[src/rtl/axis_arb_pkg.sv]
// Shared types and helpers for the packet-level AXI-Stream arbiter.
package axis_arb_pkg;

  localparam int CFG_W = 2;

  typedef logic [CFG_W-1:0] cfg_t;

  typedef enum logic {
    ST_IDLE = 1'b0,
    ST_XFER = 1'b1
  } arb_state_e;

  // Index width that never collapses to zero bits.
  function automatic int idx_w(input int n);
    return (n > 2) ? $clog2(n) : 1;
  endfunction

endpackage

[src/rtl/rr_pick.sv]
// Combinational round-robin picker: first set request at or after ptr, wrapping.
module rr_pick
  import axis_arb_pkg::*;
#(
  parameter int NUM_SRC = 4,
  localparam int IW = idx_w(NUM_SRC)
) (
  input  logic [NUM_SRC-1:0] req,
  input  logic [IW-1:0]      ptr,
  output logic [IW-1:0]      gnt_idx,
  output logic               any
);

  logic [IW:0]   sum;
  logic [IW-1:0] cand;

  always_comb begin
    gnt_idx = '0;
    any     = 1'b0;
    sum     = '0;
    cand    = '0;
    // Walk from the farthest offset down so the nearest requester wins last.
    for (int k = NUM_SRC - 1; k >= 0; k--) begin
      sum = {1'b0, ptr} + (IW + 1)'(k);
      if (sum >= (IW + 1)'(NUM_SRC)) begin
        sum = sum - (IW + 1)'(NUM_SRC);
      end
      cand = sum[IW-1:0];
      if (req[cand]) begin
        gnt_idx = cand;
        any     = 1'b1;
      end
    end
  end

endmodule

[src/rtl/axis_pkt_arbiter.sv]
// Packet-level round-robin arbiter feeding one AXI-Stream port, with per-packet cfg and a beat watchdog.
module axis_pkt_arbiter
  import axis_arb_pkg::*;
#(
  parameter int NUM_SRC   = 4,
  parameter int WIDTH     = 64,
  parameter int MAX_BEATS = 256,
  localparam int IW = idx_w(NUM_SRC),
  localparam int CW = idx_w(MAX_BEATS)
) (
  input  logic                       clk,
  input  logic                       rst,
  input  logic                       en,
  input  logic [CFG_W*NUM_SRC-1:0]   src_cfg,
  input  logic [WIDTH*NUM_SRC-1:0]   in_axis_data,
  input  logic [NUM_SRC-1:0]         in_axis_valid,
  input  logic [NUM_SRC-1:0]         in_axis_last,
  output logic [NUM_SRC-1:0]         in_axis_ready,
  output logic [WIDTH-1:0]           out_axis_data,
  output logic                       out_axis_valid,
  output logic                       out_axis_last,
  input  logic                       out_axis_ready,
  output logic [CFG_W-1:0]           cfg,
  output logic [IW-1:0]              grant_id,
  output logic                       busy,
  output logic                       trunc_err
);

  // Handshake: a beat moves when valid and ready are both high at a posedge.
  // valid/data/last from the granted source pass straight through; ready flows back
  // only to that source, so a stall simply holds everything in place.

  arb_state_e       state_q, state_d;
  logic [IW-1:0]    rr_q, gid_q, rr_next;
  cfg_t             cfg_q;
  logic [CW-1:0]    cnt_q;
  logic             trunc_q;

  logic [WIDTH-1:0] data_arr [NUM_SRC];
  cfg_t             cfg_arr  [NUM_SRC];

  logic [IW-1:0]    pick_idx;
  logic             pick_any;
  logic             grant_go, wd_hit, sel_valid, sel_last, beat_acc, pkt_end;

  for (genvar i = 0; i < NUM_SRC; i++) begin : g_slice
    assign data_arr[i] = in_axis_data[i*WIDTH +: WIDTH];
    assign cfg_arr[i]  = src_cfg[i*CFG_W +: CFG_W];
  end

  rr_pick #(.NUM_SRC(NUM_SRC)) u_pick (
    .req     (in_axis_valid),
    .ptr     (rr_q),
    .gnt_idx (pick_idx),
    .any     (pick_any)
  );

  assign sel_valid = in_axis_valid[gid_q];
  assign sel_last  = in_axis_last[gid_q];
  assign wd_hit    = (cnt_q == CW'(MAX_BEATS - 1));
  assign grant_go  = (state_q == ST_IDLE) && en && pick_any;
  assign beat_acc  = (state_q == ST_XFER) && sel_valid && out_axis_ready;
  assign pkt_end   = beat_acc && (sel_last || wd_hit);
  assign rr_next   = (gid_q == IW'(NUM_SRC - 1)) ? '0 : gid_q + 1'b1;

  always_comb begin
    state_d        = state_q;
    out_axis_data  = data_arr[gid_q];
    out_axis_valid = 1'b0;
    out_axis_last  = 1'b0;
    in_axis_ready  = '0;
    case (state_q)
      ST_IDLE: begin
        if (grant_go) state_d = ST_XFER;
      end
      ST_XFER: begin
        out_axis_valid       = sel_valid;
        out_axis_last        = sel_last || wd_hit;
        in_axis_ready[gid_q] = out_axis_ready;
        if (pkt_end) state_d = ST_IDLE;
      end
      default: state_d = ST_IDLE;
    endcase
  end

  always_ff @(posedge clk) begin
    if (rst) begin
      state_q <= ST_IDLE;
      rr_q    <= '0;
      gid_q   <= '0;
      cfg_q   <= '0;
      cnt_q   <= '0;
      trunc_q <= 1'b0;
    end else begin
      state_q <= state_d;
      if (grant_go) begin
        gid_q <= pick_idx;
        cfg_q <= cfg_arr[pick_idx];
        cnt_q <= '0;
      end
      if (pkt_end) begin
        rr_q  <= rr_next;
        cnt_q <= '0;
        // A forced last leaves the source mid-packet; its tail re-arbitrates later.
        if (!sel_last) trunc_q <= 1'b1;
      end else if (beat_acc) begin
        cnt_q <= cnt_q + 1'b1;
      end
    end
  end

  assign cfg       = cfg_q;
  assign grant_id  = gid_q;
  assign busy      = (state_q == ST_XFER);
  assign trunc_err = trunc_q;

endmodule
[config.mk]
export PLATFORM = sky130hd
export DESIGN_NAME = axis_pkt_arbiter
export DESIGN_NICKNAME = d
export VERILOG_FILES = /design/src/rtl/axis_arb_pkg.sv /design/src/rtl/rr_pick.sv /design/src/rtl/axis_pkt_arbiter.sv
export SDC_FILE = /design/constraint.sdc
export NUM_CORES = 1
export LEC_CHECK = 0
export CAP_MARGIN = 30
export CORE_AREA = 2 2 137 139
export DETAILED_ROUTE_END_ITERATION = 8
export DIE_AREA = 0 0 139 141
export HOLD_SLACK_MARGIN = 0.12
export PLACE_DENSITY_LB_ADDON = 0.12
export SYNTH_ARGS = -nofsm -noshare
export SYNTH_HDL_FRONTEND = slang
export SYNTH_HIERARCHICAL = 1
export SYNTH_SLANG_ARGS = --single-unit
[constraint.sdc]
create_clock -name clk -period 4.3 [get_ports clk]
set_clock_uncertainty 0.2 [all_clocks]
set_input_delay 0.86 -clock clk [delete_from_list [all_inputs] [get_ports clk]]
set_output_delay 0.86 -clock clk [all_outputs]
set_load 0.03 [all_outputs]
== Yosys cells after proc, flatten, opt, wreduce, memory -nomap -nowiden ==
Cells that the tools add are included.

* Logic and storage cells: 85
* Output and inout bits: 76
* Bits in registers: 16
* Input bits: 276

* $add $sub $neg: 9
* Multiplexer cells: 41
* Bitwise gates (word level): 5
* Magnitude comparators: 12
* Equality and inequality tests: 2
* Reductions and logical operators: 10

{| class="wikitable"
|+ Operator list
! kind !! count
|-
| 64-bit binary-select mux with 2-bit select || 1
|-
| 64-bit two-way mux || 2
|-
| 2-bit two-way mux || 11
|-
| 8-bit two-way mux || 2
|-
| 3-bit greater-or-equal comparator (second input constant) || 5
|-
| 2-bit by 3-bit < comparator with 1-bit output (second input constant) || 5
|-
| 1-bit two-way mux || 15
|-
| 1-bit binary-select mux with 2-bit select || 6
|-
| 8-bit by 1-bit adder with 8-bit output (second input constant) || 1
|-
| 8-bit equality test (second input constant) || 1
|-
| 2-bit by 1-bit subtractor with 2-bit output (second input constant) || 4
|-
| 2-bit by 2-bit adder with 3-bit output (second input constant) || 2
|-
| 1-bit logical AND || 6
|-
| 2-bit inverter with 3-bit output || 2
|-
| 4-bit AND || 1
|-
| 2-bit binary-select mux with 2-bit select || 1
|-
| 4-bit two-way mux || 1
|-
| 2-bit by 1-bit adder with 3-bit output (second input constant) || 1
|-
| 2-bit by 3-bit greater-or-equal comparator with 1-bit output (second input constant) || 1
|-
| 2-bit by 1-bit adder with 2-bit output (second input constant) || 1
|-
| 1-bit demux with 2-bit select || 1
|-
| 2-bit equality test (second input constant) || 1
|-
| 2-bit by 1-bit greater-or-equal comparator with 1-bit output (second input constant) || 1
|-
| 1-bit inverter || 2
|-
| 5 further kinds || 5
|}

== Logic depth before layout (Yosys ltp) ==
Gate-level depths: netlist (run 1).

* Depth in word-level cells: 13
* Gate-level depth with buffers: 7

== Cells and area by module ==
The synthesis (run 1) kept the hierarchy.

{| class="wikitable"
|+ Modules (own cells, without submodules)
! module !! cells each !! area an instance (µm²) !! sequential area each (µm²) !! instances
|-
| axis_pkt_arbiter || 185 || 2449.8 || 320.3 || 1
|-
| rr_pick || 13 || 77.6 || 0.0 || 1
|}

== Worst setup path after synthesis (run 1) ==
Ideal clock, no wire load.

* Path kind: reg2out
* Start point: register gid_q[0] (netlist: grant_id[0])
* End point: output out_axis_data[14]
* Slack: 1.320 ns
* Path buffers: 2
* Stages on the path, launching flop included: 4
* Data required time: 3.240 ns
* Arrival: 1.920 ns
* Cell sequence: dfxtp_1 > buf_6 > clkbuf_1 > mux4_2

* Longest elaborated chain between the ends: 4

{| class="wikitable"
|+ RTL lines
! what !! line !! source
|-
| from (decl) || axis_pkt_arbiter.sv:34 || <nowiki>logic [IW-1:0] rr_q, gid_q, rr_next;</nowiki>
|-
| from (signal assigned) || axis_pkt_arbiter.sv:97 || <nowiki>gid_q <= pick_idx;</nowiki>
|-
| 2-bit inverter with 3-bit output (not written as such) || axis_pkt_arbiter.sv:68 || <nowiki>out_axis_data = data_arr[gid_q];</nowiki>
|-
| 64-bit binary-select mux with 2-bit select || axis_pkt_arbiter.sv:68 ||
|-
| 64-bit two-way mux (not written as such) (2 in series) || axis_pkt_arbiter.sv:68 ||
|-
| to (decl) || axis_pkt_arbiter.sv:19 || <nowiki>output logic [WIDTH-1:0] out_axis_data,</nowiki>
|}

Every way passes these cells. The select of a mux whose other input is x is not followed.

== Final worst setup path (run 1) ==
* Start point: input in_axis_last[3]
* End point: output out_axis_last

* Longest elaborated chain between the ends: 4

{| class="wikitable"
|+ RTL lines
! what !! line !! source
|-
| from (decl) || axis_pkt_arbiter.sv:17 || <nowiki>input logic [NUM_SRC-1:0] in_axis_last,</nowiki>
|-
| 1-bit binary-select mux with 2-bit select || axis_pkt_arbiter.sv:59 || <nowiki>assign sel_last = in_axis_last[gid_q];</nowiki>
|-
| 1-bit two-way mux (not written as such) || axis_pkt_arbiter.sv:59 ||
|-
| 1-bit logical OR || axis_pkt_arbiter.sv:78 || <nowiki>out_axis_last = sel_last || wd_hit;</nowiki>
|-
| 1-bit two-way mux || axis_pkt_arbiter.sv:72 || <nowiki>case (state_q)</nowiki>
|-
| to (decl) || axis_pkt_arbiter.sv:21 || <nowiki>output logic out_axis_last,</nowiki>
|}

Every way passes these cells. The select of a mux whose other input is x is not followed.

==> results of run 1 <==
## worst min-delay path by stage
stage | slack (ns) | end | startpoint | cells past startpoint
global route | 0.30 | trunc_err | trunc_err | 1
CTS | 0.27 | cfg[0] | cfg[0] | 2
detailed placement | 0.26 | cfg[0] | cfg[0] | 2
floorplan | 0.26 | cnt_q[1] | cnt_q[1] | 2
finish | 0.28 | trunc_err | trunc_err | 1
global placement | 0.26 | cfg[0] | cfg[0] | 2
## kinds of logic (layout without fill, tap and decap cells)
| logic type | after synthesis | count (layout) | synth area share, % |
|---|---|---|---|
| multiplexers | 70 | 70 | 61.4 |
| AND/OR/NAND/NOR | 56 | 56 | 11.9 |
| AO/OA/AOI/OAI | 29 | 29 | 7.43 |
| buffers and inverters | 22 | 360 | 4.16 |
| flip-flops | 16 | 16 | 12.7 |
| adder cells (fa/ha/maj) | 5 | 5 | 2.48 |
| other | 0 | 4 | 0 |
## per-stage QoR
stage          cell area (µm²)  instances  hold slack, ns  worst slack (ns)  utilization, %
2_1_floorplan             2530        198           0.263              1.32               -
3_3_place_gp              6290        766           0.258             0.408            34.4
3_5_place_dp              6290        766           0.261             0.405            34.4
4_1_cts                   6380        770           0.273             0.399            34.9
5_1_grt                   6380        772           0.299             0.325            34.9
6_report                  6390        774           0.275             0.407            35.0
## power breakdown
part           switching (µW)  total (µW)  internal [µW]  leakage [µW]
Sequential               13.9         166            152      0.000131
Combinational             276         702            426       0.00195
Clock                    57.5         199            141     0.0000442
## state kept, by name, indices dropped and copies added (netlist names)
register	flops
busy	1
grant_id	2
cnt_q	8
cfg	2
trunc_err	1
rr_q	2
## per-layer routing
metal / GRT usage [%] / wire length [µm] / vias to the layer above
met4: 3.40 / 284 / 4
met1: 19.4 / 6670 / 1710
met2: 31.4 / 9410 / 156
met3: 5.64 / 1400 / 16
li1: - / - / 1529
met5: 0 / 27 / -
## layout by cell type, fill, tap and decap left out, drive strengths merged
cell	synthesis	final
clkdlybuf4s50	0	351
mux4	68	68
dfxtp	16	16
nand2	14	14
a21oi	12	12
nor2	11	11
and3	6	6
and2	6	6
nand3	6	6
o21ai	6	6
ha	5	5
diode	0	4
clkbuf	6	4
inv	3	3
nand3b	3	3
a31oi	3	3
a211oi	3	3
or4	2	2
mux2i	2	2
buf	13	2
nand2b	2	2
nor3b	2	2
a41o	1	1
or2	1	1
o31ai	1	1
a21o	1	1
a41oi	1	1
nor3	1	1
o21ba	1	1
and3b	1	1
or3	1	1
## critical path: stages
cell and delay (ns):
clkdlybuf4s50_1 0.40, mux4_2 0.54, a41o_1 0.28, and2_1 0.17
clkdlybuf4s50_1 0.58
## final cells by class
type                    count  area, µm²  share of cell area, %
repair buffers            353       3550                   55.6
multi-input cells         160       2100                   32.9
flip-flops and latches     16        328                   5.13
well taps                 234        293                   4.58
clock buffers               4       88.8                   1.39
inverters                   3       11.3                  0.176
diodes                      4       10.0                  0.157
==> results.toml, run 1 <==
[outcome]
status = "finished, final reports clean"

[critical_path]
reg2reg_slack_ns = 1.95
cp_max_fo = 3
startpoint = "in_axis_last[3]"
critPathCapture = "out_axis_last"
path_class = "primary input to primary output"
crit-reg2reg-launch = "grant_id[0]"
crit_arrival_ns = 2.83
timing.rr.end = "cnt_q[5]"
cp.required_ns = 3.24
cp-end-kind = "primary output"
r2r_cells = 4
startpoint_type = "primary input"

[sta]
max_freq_mhz = 257
finalHoldViolCount = 0
tns_ns = 0
min_period_ns = 3.89
slew_viol_final = 0
worstMarginPinSlew_ns = 0.604
rsz0062_at_grt = "false"
setup_viol = 0
max_slew_margin_pct = 59.6
min_period_over_period_pct = 90.5

[yosys]
synth_top_area_share_pct = 60.6
synth.most_common_cell = "mux4_2"
avgSynthCellArea_um2 = 12.8
synthCells = 198
synth.area.top_cells = "mux4_2 61%, dfxtp_1 13%, ha_1 2.5%, a21oi_1 2.4%, nand2_1 2.1%"
yosysWarnings = 6
syn-num-nets = 479
yosys.area.top_type = "mux4_2"
synthesis.area_mm2 = 0.00253
ys_seq_area_share_pct = 12.7
synth_ff_type = "dfxtp_1"
synth_common_cells = "68 x mux4_2, 16 x dfxtp_1, 14 x nand2_1"
synth_seq_cells = 16
synth_edf_count = 0
ys_types = 35
synthArstFlopShare_pct = 0

[die]
ios = 352
initial_core_util_pct = 13.8
dieHeight_um = 141
fp.dieW_um = 139
core_mm2 = 0.0183
num_rows = 50
dieArea_mm2 = 0.0196

[power]
p_per_area_mw_per_mm2 = 167
leakagePower_uw = 0.00213
power_uw = 1070
peakVddDrop_mv = 0.160

[global_routing]
grt_pass1_wl_um = 25000
antenna_found_initial = 6
grt_pass1_vias = 3584
groute.usage.overall_pct = 17.1
grt_max_degree = 51
overflow = 0

[clock_network]
clock_sinks = 16
htree_levels = 1
cts_tree = "yes"
clk_path_buf_depth = 2
post-cts-setup-buffer-count = 0
hold_buffers = 0
cts_buffers = 3
clk_latency_ns = 0.24
path_clk_slew_ns = 0.05
cts_resized = 0
root_buffer = "clkbuf_16"

[detailed_routing]
initialDrtViolationCount = 127
firstDrtPassIters = 4
ant_nets = 0
finalWirelength_um = 17800
num_vias = 3415
drc = 0
viasPerCell = 4.41
wl_per_cell_um = 23.0

[flow_run]
cap_violations = 0

[final_layout]
final_nets = 818
layout-drive-gt1-share_pct = 15.1
fillers = 1834
syn2layout_area_growth_pct = 153

[placement]
dpl.hpwl_um = 15300
io_buffer_count = 351
place_congestion = 0.900

[worst_hold_path]
hold_class = "flop to flop"
Power figures use the tool's default switching activity.
==> run 2: changes to the inputs <==
--- a/config.mk
+++ b/config.mk
@@ -7,11 +7,11 @@
 export LEC_CHECK = 0
 export CAP_MARGIN = 30
 export CORE_AREA = 2 2 137 139
+export CTS_CLUSTER_SIZE = 40
 export DETAILED_ROUTE_END_ITERATION = 8
 export DIE_AREA = 0 0 139 141
 export HOLD_SLACK_MARGIN = 0.12
 export PLACE_DENSITY_LB_ADDON = 0.12
 export SYNTH_ARGS = -nofsm -noshare
 export SYNTH_HDL_FRONTEND = slang
-export SYNTH_HIERARCHICAL = 1
 export SYNTH_SLANG_ARGS = --single-unit
==> results.toml, run 2 <==
[yosys]
synthCells = 197
synth_top_area_share_pct = 59.1
yosys.area.top_type = "mux4_2"
synthesis.area_mm2 = 0.00252
avgSynthCellArea_um2 = 12.8
synthArstFlopShare_pct = 0
ys_types = 32
yosysWarnings = 0
synth_ff_type = "dfxtp_1"
syn-num-nets = 478
synth_common_cells = "66 x mux4_2, 16 x a21oi_1, 16 x dfxtp_1"
ys_seq_area_share_pct = 12.7
synth.most_common_cell = "mux4_2"
synth_seq_cells = 16
synth.area.top_cells = "mux4_2 59%, dfxtp_1 13%, a21oi_1 3.2%, ha_1 2.5%, mux2i_1 2.4%"
synth_edf_count = 0

[detailed_routing]
wl_per_cell_um = 23.1
drc = 0
initialDrtViolationCount = 86
firstDrtPassIters = 4
viasPerCell = 4.32
num_vias = 3338
finalWirelength_um = 17900
ant_nets = 0

[sta]
min_period_over_period_pct = 89.3
hold_ws_ns = 0.274
finalHoldViolCount = 0
setup_viol = 0
slew_viol_final = 0
worstMarginPinSlew_ns = 0.702
max_freq_mhz = 261
tns_ns = 0
min_period_ns = 3.84
rsz0062_at_grt = "false"
max_slew_margin_pct = 53.2

[clock_network]
cts_tree = "yes"
clk_latency_ns = 0.25
cts_buffers = 3
root_buffer = "clkbuf_16"
hold_buffers = 0
htree_levels = 1
post-cts-setup-buffer-count = 0
clock_sinks = 16
cts_resized = 0
path_clk_slew_ns = 0.05
clk_path_buf_depth = 2

[final_layout]
largest_reg_flops = 8
final_nets = 820
instances_no_fill = 772
top_register = "cnt_q"
syn2layout_area_growth_pct = 153
antenna_cells = 0
final_common_cell = "clkdlybuf4s50_1"
finish.utilization_pct = 34.8
layout-drive-gt1-share_pct = 15.2
most-common-layout-cells = "351 x clkdlybuf4s50_1, 66 x mux4_2, 16 x a21oi_1"

[die]
initial_core_util_pct = 13.8
fp.dieW_um = 139
core_mm2 = 0.0183
dieArea_mm2 = 0.0196
ios = 352
dieHeight_um = 141
num_rows = 50

[global_routing]
grt_busiest_layer = "met2"
use_met2_pct = 34.7
grt_pass1_wl_um = 24300
grt_max_degree = 29
groute.usage.overall_pct = 17.0
grt_pass1_vias = 3608
antenna_found_initial = 0
use_met3_pct = 3.84
globalRouteMet1Util_pct = 16.8
overflow = 0

[placement]
place_congestion = 0.835
io_buffer_count = 351
dp_cells = 768
dpl.hpwl_um = 16300

[critical_path]
crit-reg2reg-launch = "grant_id[1]"
path_class = "primary input to primary output"
cp_cell_sequence = "clkdlybuf4s50_1 > mux4_2 > a41oi_4 > nor2b_1 > clkdlybuf4s50_1"
cp_max_fo = 6
startpoint_type = "primary input"
startpoint = "in_axis_last[0]"
cp-end-kind = "primary output"
cp.required_ns = 3.24
critPathSlowestCell = "clkdlybuf4s50_1"
cp_common_cell = "clkdlybuf4s50_1"
crit_arrival_ns = 2.78
max_stage_delay_ns = 0.60

[worst_hold_path]
hold_class = "flop to flop"
holdCritStartpoint = "trunc_err"

[power]
power_uw = 1060
leakagePower_uw = 0.00214
peakVddDrop_mv = 0.0969
p_per_area_mw_per_mm2 = 167

[flow_run]
cap_violations = 0

[outcome]
status = "finished, final reports clean"
run 2: cell count changes after synthesis, moves of 3 or more:
cell      delta
mux2i_1      +4
a31oi_1      -3
and2_1       -4
nor2_1       +4
nand2_1      -8
buf_1        -4
clkbuf_1     +3
a21oi_1      +4
run 2: logic make-up (layout without fill, tap and decap cells):
kind of cell	after synthesis	in the layout	share of synthesized area (%)
buf+inv	25	366	4.72
mux	73	73	61.9
fa+ha+maj	5	5	2.49
simple gates	48	48	10.1
compound gates	30	30	8.06
flops	16	16	12.7
run 2: layout make-up:
cell class / count / area [µm²]
Fill cell: 1828 / 11900
Timing Repair Buffer: 357 / 3570
Multi-Input combinational cell: 156 / 2080
Sequential cell: 16 / 328
Tap cell: 234 / 293
Clock buffer: 4 / 78.8
Inverter: 5 / 18.8
run 2: worst paths after layout:
kind / cells past startpoint / end / slack (ns)
hold reg to reg: 2 / trunc_err / 0.27
hold / removal: 2 / trunc_err / 0.27
setup reg to reg: 5 / cnt_q[2] / 1.74
setup / recovery: 5 / out_axis_last / 0.46
run 2: per-layer routing:
metal  part of all wire (%)  vias up
met5                      0        -
met4                    3.4        0
met3                    6.1       23
met2                     58      181
met1                     32     1615
li1                       -     1519
run 2: through the flow:
step	worst slack, ns	cell area (µm²)
2_1_floorplan	1.30	2520
6_report	0.462	6370
3_5_place_dp	0.459	6290
4_1_cts	0.456	6370
5_1_grt	0.421	6370
3_3_place_gp	0.440	6290
run 2: report_power, final:
group          switching, µW  internal (µW)
Sequential              15.2            152
Clock                   61.2            126
Combinational            285            425
Total                    361            703
run 2: worst max-delay path, delay by kind of cell:
family | cells | cell delay (ns)
multiplexers | 1 | 0.55
AO/OA/AOI/OAI | 1 | 0.27
AND/OR/NAND/NOR | 1 | 0.08
buffers and inverters | 2 | 1.02
==> run 3: changes to the inputs <==
--- a/config.mk
+++ b/config.mk
@@ -10,7 +10,9 @@
 export CTS_CLUSTER_SIZE = 40
 export DETAILED_ROUTE_END_ITERATION = 8
 export DIE_AREA = 0 0 139 141
+export GPL_TIMING_DRIVEN = 0
 export HOLD_SLACK_MARGIN = 0.12
+export MAX_ROUTING_LAYER = met4
 export PLACE_DENSITY_LB_ADDON = 0.12
 export SYNTH_ARGS = -nofsm -noshare
 export SYNTH_HDL_FRONTEND = slang
==> results.toml, run 3 (synthesis gave the netlist of run 2 again) <==
[outcome]
status = "finished, final reports clean"

[critical_path]
startpoint_type = "flop"
r2r_cells = 7
path_class = "flop to primary output"
cp.required_ns = 3.24
cp-end-kind = "primary output"
timing.rr.end = "cnt_q[7]"
reg2reg_slack_ns = 1.90
crit-reg2reg-launch = "grant_id[1]"
crit_arrival_ns = 3.00
cp_max_fo = 10

[global_routing]
grt_max_degree = 12
globalRouteMet1Util_pct = 17.6
overflow = 0
grt_pass1_vias = 3699
use_met2_pct = 37.6
groute.usage.overall_pct = 18.0
use_met3_pct = 3.40
grt_busiest_layer = "met2"
antenna_found_initial = 0
grt_pass1_wl_um = 24700

[placement]
io_buffer_count = 350
place_area_mm2 = 0.00631
place_congestion = 0.818
dpl.hpwl_um = 17100

[sta]
tns_ns = 0
min_period_over_period_pct = 94.4
rsz0062_at_grt = "false"
setup_viol = 0
max_slew_margin_pct = 45.9
min_period_ns = 4.06
slew_viol_final = 0
max_freq_mhz = 246
worstMarginPinSlew_ns = 0.812
finalHoldViolCount = 0

[detailed_routing]
viasPerCell = 4.36
wl_per_cell_um = 23.5
finalWirelength_um = 18400
firstDrtPassIters = 4
num_vias = 3425
drc = 0
initialDrtViolationCount = 122
ant_nets = 0

[die]
ios = 352
dieHeight_um = 141
core_mm2 = 0.0183
num_rows = 50
initial_core_util_pct = 13.8
dieArea_mm2 = 0.0196
fp.dieW_um = 139

[final_layout]
largest_reg_flops = 8
regArea_um2 = 320
antenna_cells = 0
final_common_cell = "clkdlybuf4s50_1"
top_register = "cnt_q"
syn2layout_area_growth_pct = 154
final_nets = 833
most-common-layout-cells = "350 x clkdlybuf4s50_1, 66 x mux4_2, 16 x a21oi_1, 16 x dfxtp_1, 15 x nor2_1"
fillers = 1820
multi_input_area_mm2 = 0.00208
design_area_mm2 = 0.00640
layout-drive-gt1-share_pct = 15.6

[worst_hold_path]
holdCritStartpoint = "cnt_q[1]"
hold_depth = 2
hold_class = "flop to flop"
min_to = "cnt_q[1]"

[clock_network]
clk_path_buf_depth = 2
cts_buffers = 3
root_buffer = "clkbuf_16"
clk_latency_ns = 0.24
htree_levels = 1
cts_tree = "yes"
clock_sinks = 16
path_clk_slew_ns = 0.05

[power]
leakagePower_uw = 0.00217
peakVddDrop_mv = 0.159
p_per_area_mw_per_mm2 = 169

[flow_run]
cap_violations = 0
-- run 3: cell count changes in the layout (fill, tap and decap cells not counted), moves of 2 or more --
cell,previous run,this run
buf_2,0,8
buf_4,5,0
buf_6,0,2
clkbuf_1,1,8
dfxtp_1,14,16
dfxtp_4,2,0
-- run 3: timing repair --
action / 4_1_cts / 5_1_grt
setup buffers: 0 / 0
setup endpoints to repair: 0 / 2
hold buffers: 0 / 0
resized for setup: 0 / 2
-- run 3: critical path, stage by stage (launching register included) --
cell and delay, ns:
dfxtp_1 0.41, buf_2 0.22, clkbuf_1 0.45, clkbuf_1 0.56
mux4_2 0.47, clkdlybuf4s50_1 0.63
-- run 3: area by class of cell --
cell class                      instances  share of cell area, %
Buffer                                 20                   1.58
Clock buffer                            4                   1.39
Sequential cell                        16                   5.00
Timing Repair Buffer                  350                   54.7
Tap cell                              234                   4.57
Inverter                                5                  0.293
Multi-Input combinational cell        156                   32.4
-- run 3: power breakdown --
group | total (µW) | switching [µW] | internal, µW
clock | 198 | 57.2 | 141
sequential | 159 | 5.64 | 153
combinational | 722 | 296 | 426
total | 1080 | 359 | 720
-- run 3: per-layer routing --
layer  routed length [µm]  vias up
met5                    0        -
met4                  115        0
met3                 1100        8
met2                11200      192
met1                 6030     1677
li1                     -     1548
-- run 3: worst max-delay path by stage --
stage / from / end / slack (ns)
2_1_floorplan: grant_id[1] / in_axis_ready[0] / 1.30
3_3_place_gp: grant_id[1] / in_axis_ready[0] / 0.35
3_5_place_dp: grant_id[1] / in_axis_ready[0] / 0.29
4_1_cts: grant_id[1] / in_axis_ready[0] / 0.04
5_1_grt: grant_id[1] / out_axis_data[44] / 0.04
6_report: grant_id[1] / out_axis_data[26] / 0.24
-- run 3: metrics by stage --
step / util (%) / setup WS [ns] / power (µW) / std cells / hold WS (ns)
after floorplan: - / 1.30 / 457 / 197 / 0.257
final: 35.0 / 0.243 / 1080 / 785 / 0.299
after detailed placement: 34.6 / 0.294 / 895 / 781 / 0.288
after global routing: 35.0 / 0.0358 / 1120 / 785 / 0.312
after global placement: 34.6 / 0.351 / 889 / 781 / 0.273
after CTS: 35.0 / 0.0371 / 1100 / 785 / 0.294
